$ cat src/rtl/dvbs2_buff_inp_gen_addr_apsk.sv
// rtl/dvbs2_buff_inp_gen_addr_apsk.sv - serial bits to 1..5-bit constellation LUT address generator
module dvbs2_buff_inp_gen_addr_apsk #(
  parameter int MAX_BPS = 5,
  parameter int CNT_W   = 15
) (
  input  logic               clk,
  input  logic               reset,
  input  logic               enb,
  input  logic               dataIn,
  input  logic               validIn,
  input  logic               resetIn,
  input  logic [2:0]         modIdx,
  output logic [MAX_BPS-1:0] addrOut,
  output logic               addrValidOut,
  output logic [CNT_W-1:0]   symIdx,
  output logic               flushOut,
  output logic               errOut
);

  logic [MAX_BPS-1:0] sr;
  logic [2:0]         cnt;
  logic [2:0]         bps;
  logic [CNT_W-1:0]   sym;

  logic [2:0]         dec_bps;
  logic               illegal;
  logic [2:0]         cur_bps;
  logic [MAX_BPS:0]   cat;
  logic [MAX_BPS:0]   mask;
  logic [MAX_BPS:0]   masked;
  logic               last;

  // Decode the mode; a symbol start uses the fresh decode, later bits use the latched width
  always_comb begin
    dec_bps = modIdx + 3'd1;
    illegal = (modIdx > 3'd4) || (int'(modIdx) >= MAX_BPS);
    cur_bps = (cnt == 3'd0) ? dec_bps : bps;
    cat     = {sr, dataIn};
    mask    = ~({(MAX_BPS+1){1'b1}} << cur_bps);
    masked  = cat & mask;
    last    = (cnt == (cur_bps - 3'd1));
  end

  // Datapath and output registers; pulse outputs default low on every enabled cycle
  always_ff @(posedge clk) begin
    if (reset) begin
      sr           <= '0;
      cnt          <= '0;
      bps          <= '0;
      sym          <= '0;
      addrOut      <= '0;
      addrValidOut <= 1'b0;
      symIdx       <= '0;
      flushOut     <= 1'b0;
      errOut       <= 1'b0;
    end else if (enb) begin
      addrValidOut <= 1'b0;
      flushOut     <= 1'b0;
      errOut       <= 1'b0;
      if (resetIn) begin
        flushOut <= (cnt != 3'd0);
        cnt      <= '0;
        sr       <= '0;
        sym      <= '0;
      end else if (validIn) begin
        if ((cnt == 3'd0) && illegal) begin
          errOut <= 1'b1;
        end else begin
          sr <= cat[MAX_BPS-1:0];
          if (cnt == 3'd0) begin
            bps <= dec_bps;
          end
          if (last) begin
            addrOut      <= masked[MAX_BPS-1:0];
            addrValidOut <= 1'b1;
            symIdx       <= sym;
            sym          <= sym + {{(CNT_W-1){1'b0}}, 1'b1};
            cnt          <= '0;
          end else begin
            cnt <= cnt + 3'd1;
          end
        end
      end
    end
  end

endmodule
$ cat config.mk
export PLATFORM = sky130hd
export DESIGN_NAME = dvbs2_buff_inp_gen_addr_apsk
export DESIGN_NICKNAME = d
export VERILOG_FILES = /design/src/rtl/dvbs2_buff_inp_gen_addr_apsk.sv
export SDC_FILE = /design/constraint.sdc
export NUM_CORES = 1
export LEC_CHECK = 0
export CORE_ASPECT_RATIO = 0.6
export CORE_MARGIN = 2
export CORE_UTILIZATION = 42
export CTS_BUF_LIST = sky130_fd_sc_hd__clkbuf_8
export DETAILED_ROUTE_END_ITERATION = 10
export PLACE_DENSITY = 0.64
export SLEW_MARGIN = 20
export SYNTH_ARGS = -nofsm -noshare
export SYNTH_HDL_FRONTEND = slang
export SYNTH_SLANG_ARGS = --single-unit
$ cat constraint.sdc
create_clock -name clk -period 3.84 [get_ports clk]
set_input_delay 0.384 -clock clk [delete_from_list [all_inputs] [get_ports clk]]
set_output_delay 0.384 -clock clk [all_outputs]
set_load 0.02 [all_outputs]
==> results of run 1 <==
## state kept, by name, summed over array words and instances, names as in the netlist
name,flops
cnt,3
symIdx,15
bps,3
addrOut,5
addrValidOut,1
flushOut,1
sr,4
sym,15
errOut,1
## worst register-to-register path, delay by kind of cell (launching register included)
kind            cells  cell delay [ns]
buf+inv             1             0.09
xor+xnor            1             0.18
compound gates      3             0.74
simple gates        3             0.93
flops               1             0.37
fa+ha+maj           2             0.56
mux                 1             0.34
## kinds of logic (layout without fill, tap and decap cells)
| family | after synthesis | in the layout | synth area share |
|---|---|---|---|
| buf+inv | 24 | 55 | 0.0495 |
| flops | 48 | 48 | 0.432 |
| mux | 18 | 18 | 0.0809 |
| xor+xnor | 4 | 4 | 0.0157 |
| fa+ha+maj | 9 | 9 | 0.0506 |
| simple gates | 81 | 81 | 0.177 |
| compound gates | 58 | 58 | 0.194 |
## stage by stage
step                      setup WS (ns)  cells  total power (µW)  utilization
final                             0.576    339               953        0.528
after global routing              0.283    339              1000        0.528
after CTS                         0.588    339               962        0.528
after detailed placement          0.314    331               655        0.509
after global placement            0.423    331               653        0.509
after floorplan                   0.957    242               618            -
## synth_stat cells (2+ instances only)
cell type / n
sky130_fd_sc_hd__dfxtp_1: 48
sky130_fd_sc_hd__nor2_1: 33
sky130_fd_sc_hd__mux2i_1: 18
sky130_fd_sc_hd__nand2_1: 16
sky130_fd_sc_hd__o211ai_1: 13
sky130_fd_sc_hd__a21oi_1: 12
sky130_fd_sc_hd__inv_1: 11
sky130_fd_sc_hd__o31ai_1: 11
sky130_fd_sc_hd__ha_1: 9
sky130_fd_sc_hd__clkbuf_1: 8
sky130_fd_sc_hd__nand2b_1: 8
sky130_fd_sc_hd__nand3_1: 7
sky130_fd_sc_hd__a22oi_1: 4
sky130_fd_sc_hd__xnor2_1: 4
sky130_fd_sc_hd__a211oi_1: 3
sky130_fd_sc_hd__nand4_1: 3
sky130_fd_sc_hd__and3b_1: 2
sky130_fd_sc_hd__buf_6: 2
sky130_fd_sc_hd__nand3b_1: 2
sky130_fd_sc_hd__o211a_1: 2
sky130_fd_sc_hd__o311ai_0: 2
sky130_fd_sc_hd__o41ai_1: 2
## power breakdown
| group | switching [µW] | total, µW | internal (µW) |
|---|---|---|---|
| registers | 4.30 | 507 | 502 |
| clock network | 164 | 308 | 144 |
| logic | 84.2 | 138 | 53.7 |
## final cells by class
| class | instances | area (µm²) | share of cell area |
|---|---|---|---|
| timing repair buffer | 36 | 348 | 0.130 |
| clock inverter | 2 | 11.3 | 0.00420 |
| inverter | 11 | 41.3 | 0.0154 |
| sequential | 48 | 961 | 0.358 |
| multi-input combinational | 170 | 1150 | 0.431 |
| tap | 66 | 82.6 | 0.0308 |
| clock buffer | 6 | 82.6 | 0.0308 |
## cell usage in the layout, fill, tap and decap left out, drive strengths merged, types with 2 or more instances in the layout
cell	synthesis	routed
o31ai	11	11
nand2	16	16
dfxtp	48	48
nand2b	8	8
ha	9	9
buf	4	5
nand3b	2	2
o41ai	2	2
o21ai	3	3
nand3	7	7
nor2	33	33
o211ai	13	13
a211oi	3	3
mux2i	18	18
a22oi	4	4
inv	11	12
a21oi	13	13
xnor2	4	4
clkbuf	9	6
o311ai	2	2
nand4	3	3
or2	2	2
o211a	2	2
and3b	2	2
clkdlybuf4s50	0	31
## how the worst min path moves through the flow
stage | depth (start not counted) | to | start
2_1_floorplan | 2 | addrOut[4]$_SDFFE_PP0P_ | sr[3]$_SDFFE_PP0P_
3_3_place_gp | 2 | flushOut$_SDFFE_PP0P_ | flushOut$_SDFFE_PP0P_
3_5_place_dp | 2 | flushOut$_SDFFE_PP0P_ | flushOut$_SDFFE_PP0P_
4_1_cts | 2 | flushOut$_SDFFE_PP0P_ | flushOut$_SDFFE_PP0P_
5_1_grt | 2 | addrOut[3]$_SDFFE_PP0P_ | addrOut[3]$_SDFFE_PP0P_
6_report | 2 | flushOut$_SDFFE_PP0P_ | flushOut$_SDFFE_PP0P_
## routing by layer
metal  vias to the layer above  routed length, µm  track usage  part of all wire
met2                        36               1690        0.226              0.36
li1                        927                  -            -                 -
met3                         5                210       0.0438             0.045
met4                         0                 21       0.0238            0.0045
met5                         -                  0            0                 0
met1                       802               2720        0.274              0.59
==> results.md, run 1 <==
* Effective utilization at floorplan at 0.438
* Clock transition at path regs at 0.09 ns
* Clock tree from TritonCTS: yes
* Crit path buffers/inverters at 1
* Routability congestion estimate from global placement at 0.780
* Distinct cell type count of the synthesized netlist at 44
* Worst hold slack at 0.464 ns
* Routed via count at 1770
* Async set-reset flop share out of synthesis at 0
* Post-cts gate resize count at 0
* Final antenna-violating net count at 0
* Count of unresolved DRC violations after routing at 0
* Net count after synthesis at 260
* Core area at 5080 µm²
* Ant. Diodes at 0
* Sequential area share after synthesis at 0.432
* Hold Violations, Final at 0
* Number of antenna violations at the first check in global routing at 0
* CTS HTree Levels at 2
* Post-CTS setup buffer count at 0
* Number of synthesized flops with an enable pin at 0
* Clock buffer count from CTS at 5
* Worst-Margin Slew at 0.687 ns
* Biggest area consumer among synthesized cells: sky130_fd_sc_hd__dfxtp_1
* Area after detailed placement at 2590 µm²
* Clk Latency, worst-skew pair at 0.29 ns
* Hold/Removal Path Class: flop to flop
* Type of element launching the critical path: flop
* Area contributors post-synth: sky130_fd_sc_hd__dfxtp_1 (43%), sky130_fd_sc_hd__mux2i_1 (8.1%), sky130_fd_sc_hd__nor2_1 (5.6%), sky130_fd_sc_hd__ha_1 (5.1%), sky130_fd_sc_hd__o211ai_1 (4.4%)
* Synthesized netlist cell count at 242
* Y dimension of the die at 60.4 µm
* Category of the worst setup path capture point: flop
* Critical path peak fanout at 16
* Cell family contributing the most delay on the critical path: simple AND/OR/NAND/NOR gates
* Crit path max-delay cell type: sky130_fd_sc_hd__or4_1
* Required arrival time at the worst endpoint at 4.07 ns
* Filler instances at 487
* Yosys warnings at 0
* Normalized max-slew margin at 0.539
* Flip-flop and latch count after synthesis at 48
* Portion of synthesized cell area occupied by the leading cell type at 0.432
* Logic depth of the worst register-to-register path at 11
* Total routed wirelength at 4640 µm
* Capturing instance or port of the critical path: sym[14]$_SDFFE_PP0P_
* Largest net degree at the start of global routing at 34
* HPWL after DPL at 3370 µm
* Maximum clock frequency at 306 MHz
* Die Footprint at 5920 µm²
* Clock Tree Buf Depth at 2
* Status: complete, no violations
* Remaining global-route overflow at 0
* IO buf count at 31
* Series of cell instances along the critical path: inv_1 > ha_1 > nand2b_1 > mux2i_1 > nand2b_1 > ha_1 > xnor2_1 > a2111oi_4 > o21ai_2 > or4_1 > a21boi_1
* Synthesized area per cell at 9.20 µm²
* Share of the cycle needed by the critical path after routing at 0.850
* Worst Path Class, Setup: flop to flop
* Pins over their slew limit at 0
* Fraction of layout cells with a size suffix above 1 at 0.0659
* Clock root buffer: sky130_fd_sc_hd__clkbuf_8
* Crit path arrival time at 3.49 ns
* Start point of the critical path: cnt[0]$_SDFFE_PP0P_
* Mapped Area at 2230 µm²
* Post-detailed-route via-to-cell ratio at 5.22
* Setup repair after global routing missed its margin: false
* Initial DRC count at 107
* Maximum Capacitance Violations at 0
* Fin crit period at 3.26 ns
* Power per standard cell area at 355 nW/µm²
* RR Startpoint: cnt[0]$_SDFFE_PP0P_
* Worst Skew at 0.00780 ns
* Number of core rows at 20
* Most used flip-flop cell after synthesis: sky130_fd_sc_hd__dfxtp_1
* Die boundary width at 98.0 µm
* Reg2reg end: sym[14]$_SDFFE_PP0P_
* Peak supply drop at 0.139 mV
* Final net count at 290
* CTS sink cnt at 48
* Setup slack on the worst flop-to-flop path at 0.58 ns
* Final design area excluding fillers at 2680 µm²
* Setup TNS at 0 ns
* Top Ports at 32
* Final setup violation count at 0
* Delay of the slowest critical-path stage at 0.56 ns
* Stages on the worst setup path at 11
* Wire length of the first global-routing pass at 7820 µm
* CTS Hold Buffers Added at 0
* Count of TritonRoute iterations in the first routing pass at 4
* Post-detailed-route wirelength per cell at 13.7 µm
* Global router's overall resource usage at 0.169
* Via count of the first global-routing pass at 1552
* Leakage component of the power at 0.000925 µW
* Layout overhead on the synthesized area at 20.5%
Note: power is estimated with default switching activity, not from simulation.
==> run 2, diff against run 1 <==
==> constraint.sdc (replaced) <==
create_clock -name clk -period 3.33 [get_ports clk]
set_input_delay 0.333 -clock clk [delete_from_list [all_inputs] [get_ports clk]]
set_output_delay 0.333 -clock clk [all_outputs]
set_load 0.02 [all_outputs]
==> run 2 against run 1 <==
  * Critical path depth stayed put
  * Sequential share of layout area is 0.56 points lower
  * Largest cell class unchanged
  * Via count is 2.4% higher
  * Global-route usage is 0.28 points higher
  * Critical path type unchanged
  * Utilization is 0.84 points higher
  * Final area is 1.6% higher
==> results.md, run 2 (same netlist as run 1, synthesis figures left out) <==
* Hold/Removal Path Class: flop to flop (unchanged)
* Routed via count at 1813 (was 1770)
* Final net count at 294 (was 290)
* Via count of the first global-routing pass at 1543 (was 1552)
* Required arrival time at the worst endpoint at 3.57 ns (was 4.07 ns)
* Clock root buffer: sky130_fd_sc_hd__clkbuf_8 (unchanged)
* Type of element launching the critical path: flop (unchanged)
* Worst hold path stage count at 2 (unchanged)
* Worst hold start: flushOut$_SDFFE_PP0P_ (unchanged)
* Remaining global-route overflow at 0 (unchanged)
* Clock Tree Buf Depth at 2 (unchanged)
* Final antenna-violating net count at 0 (unchanged)
* Total routed wirelength at 4770 µm (was 4640 µm)
* Post-cts gate resize count at 0 (unchanged)
* Crit path arrival time at 3.29 ns (was 3.49 ns)
* Power, Total at 1110 µW (was 953 µW)
* Effective utilization at floorplan at 0.438 (unchanged)
* CTS Hold Buffers Added at 0 (unchanged)
* CTS HTree Levels at 2 (unchanged)
* Met2 layer wire length in the routed design at 1720 µm (was 1690 µm)
* IO buf count at 31 (unchanged)
* Layout overhead on the synthesized area at 22.4% (was 20.5%)
* CTS sink cnt at 48 (unchanged)
* Series of cell instances along the critical path: inv_1 > ha_1 > nand2b_2 > mux2i_1 > nand2b_1 > ha_1 > xnor2_1 > a2111oi_4 > o21ai_2 > or4_1 > a21boi_1 (was inv_1 > ha_1 > nand2b_1 > mux2i_1 > nand2b_1 > ha_1 > xnor2_1 > a2111oi_4 > o21ai_2 > or4_1 > a21boi_1)
* Pins over their slew limit at 0 (unchanged)
* Worst-Margin Slew at 0.682 ns (was 0.687 ns)
* Global router's overall resource usage at 0.172 (was 0.169)
* Hold endpoint: flushOut$_SDFFE_PP0P_ (unchanged)
* Setup repair after global routing missed its margin: false (unchanged)
* Y dimension of the die at 60.4 µm (unchanged)
* Number of antenna violations at the first check in global routing at 0 (unchanged)
* Worst Skew at 0.00838 ns (was 0.00780 ns)
* Routability congestion estimate from global placement at 0.829 (was 0.780)
* Category of the worst setup path capture point: flop (unchanged)
* Leakage component of the power at 0.000944 µW (was 0.000925 µW)
* Final setup violation count at 0 (unchanged)
* Largest net degree at the start of global routing at 34 (unchanged)
* Power per standard cell area at 408 nW/µm² (was 355 nW/µm²)
* Leading registers by flop count: symIdx: 15 flops, sym: 15 flops, addrOut: 5 flops (unchanged)
* Count of unresolved DRC violations after routing at 0 (unchanged)
* Core area at 5080 µm² (unchanged)
* Wire length of the first global-routing pass at 7940 µm (was 7820 µm)
* Hold Violations, Final at 0 (unchanged)
* Number of core rows at 20 (unchanged)
* Normalized max-slew margin at 0.542 (was 0.539)
* Filler instances at 484 (was 487)
* Reg2reg end: sym[14]$_SDFFE_PP0P_ (unchanged)
* Worst Path Class, Setup: flop to flop (unchanged)
* Top cell by count, worst path: sky130_fd_sc_hd__ha_1
* Die boundary width at 98.0 µm (unchanged)
* Critical path peak fanout at 8 (was 16)
* Uppermost routed layer: met4 (unchanged)
* Ant. Diodes at 0 (unchanged)
* Maximum Capacitance Violations at 0 (unchanged)
* Initial DRC count at 105 (was 107)
* Status: complete, no violations (unchanged)
* Delay of the slowest critical-path stage at 0.53 ns (was 0.56 ns)
* Top Ports at 32 (unchanged)
* Fraction of layout cells with a size suffix above 1 at 0.0833 (was 0.0659)
* Fin crit period at 3.05 ns (was 3.26 ns)
* Peak supply drop at 0.229 mV (was 0.139 mV)
* Post-detailed-route wirelength per cell at 13.9 µm (was 13.7 µm)
* Most common library cell in the layout ignoring fill and taps: sky130_fd_sc_hd__dfxtp_1 (unchanged)
* Setup TNS at 0 ns (unchanged)
* Setup slack on the worst flop-to-flop path at 0.28 ns (was 0.58 ns)
* Post-CTS setup buffer count at 0 (unchanged)
* Clock transition at path regs at 0.09 ns (about the same)
* Crit path max-delay cell type: sky130_fd_sc_hd__or4_1 (unchanged)
* HPWL after DPL at 3440 µm (was 3370 µm)
* Most frequent cells in the layout: sky130_fd_sc_hd__dfxtp_1 (48), sky130_fd_sc_hd__nor2_1 (33), sky130_fd_sc_hd__clkdlybuf4s50_1 (31), sky130_fd_sc_hd__mux2i_1 (18), sky130_fd_sc_hd__nand2_1 (16) (unchanged)
* Routed length on met1 at 2800 µm (was 2720 µm)
* Die Footprint at 5920 µm² (unchanged)
* Clock buffer count from CTS at 5 (unchanged)
* RR Startpoint: cnt[1]$_SDFFE_PP0P_ (was cnt[0]$_SDFFE_PP0P_)
* Clk Latency, worst-skew pair at 0.30 ns (was 0.29 ns)
* Logic depth of the worst register-to-register path at 11 (unchanged)
* Maximum clock frequency at 327 MHz (was 306 MHz)
* Count of TritonRoute iterations in the first routing pass at 4 (unchanged)
* Share of the cycle needed by the critical path after routing at 0.917 (was 0.850)
* Metal3 WL at 197 µm (was 210 µm)
* Post-detailed-route via-to-cell ratio at 5.30 (was 5.22)
* Clock tree from TritonCTS: yes (unchanged)
==> run 2: cell count changes in the layout (fill, tap and decap cells not counted), sizes merged <==
cell,change
buf,+4
clkinv,+1
clkinvlp,-1
inv,-1
==> run 2: through the flow <==
step / setup slack (ns) / hold WS (ns) / cell area [µm²] / util / std cells
finish: 0.276 / 0.467 / 2720 / 0.536 / 342
global route: 0.0274 / 0.492 / 2720 / 0.536 / 342
CTS: 0.185 / 0.469 / 2720 / 0.536 / 342
detailed placement: 0.0162 / 0.458 / 2630 / 0.518 / 335
global placement: 0.145 / 0.451 / 2630 / 0.518 / 335
floorplan: 0.447 / 0.448 / 2230 / - / 242
==> run 2: where the power goes <==
part           internal [µW]  switching [µW]  leakage [µW]
logic                   68.3             101      0.000510
clock network            166             193     0.0000473
registers                579            4.91      0.000387
==> run 2: area by class of cell <==
| cell class | instances | area (µm²) | share of cell area |
|---|---|---|---|
| well taps | 66 | 82.6 | 0.0303 |
| flip-flops and latches | 48 | 961 | 0.353 |
| clock inverters | 1 | 8.76 | 0.00322 |
| repair buffers | 40 | 390 | 0.143 |
| multi-input cells | 170 | 1160 | 0.425 |
| clock buffers | 6 | 82.6 | 0.0303 |
| inverters | 11 | 41.3 | 0.0152 |
==> run 2: worst max-delay path by stage <==
stage,startpoint,end,cells past startpoint
after CTS,cnt[1]$_SDFFE_PP0P_,sym[14]$_SDFFE_PP0P_,11
after floorplan,cnt[0]$_SDFFE_PP0P_,sym[14]$_SDFFE_PP0P_,12
after global routing,cnt[0]$_SDFFE_PP0P_,sym[14]$_SDFFE_PP0P_,11
after detailed placement,modIdx[0],sym[14]$_SDFFE_PP0P_,11
after global placement,modIdx[0],sym[14]$_SDFFE_PP0P_,11
final,cnt[1]$_SDFFE_PP0P_,sym[14]$_SDFFE_PP0P_,11
==> run 2: critical path: cells and delay by family, from the launching register on <==
family	cells	cell delay, ns
compound gates	3	0.66
xor+xnor	1	0.18
fa+ha+maj	2	0.53
buf+inv	1	0.06
flops	1	0.42
mux	1	0.31
simple gates	3	0.82
==> run 2: per-layer routing <==
| metal | track usage | vias to the layer above |
|---|---|---|
| li1 | - | 934 |
| met1 | 0.284 | 835 |
| met2 | 0.214 | 39 |
| met3 | 0.0438 | 5 |
| met4 | 0.0417 | 0 |
| met5 | 0 | - |
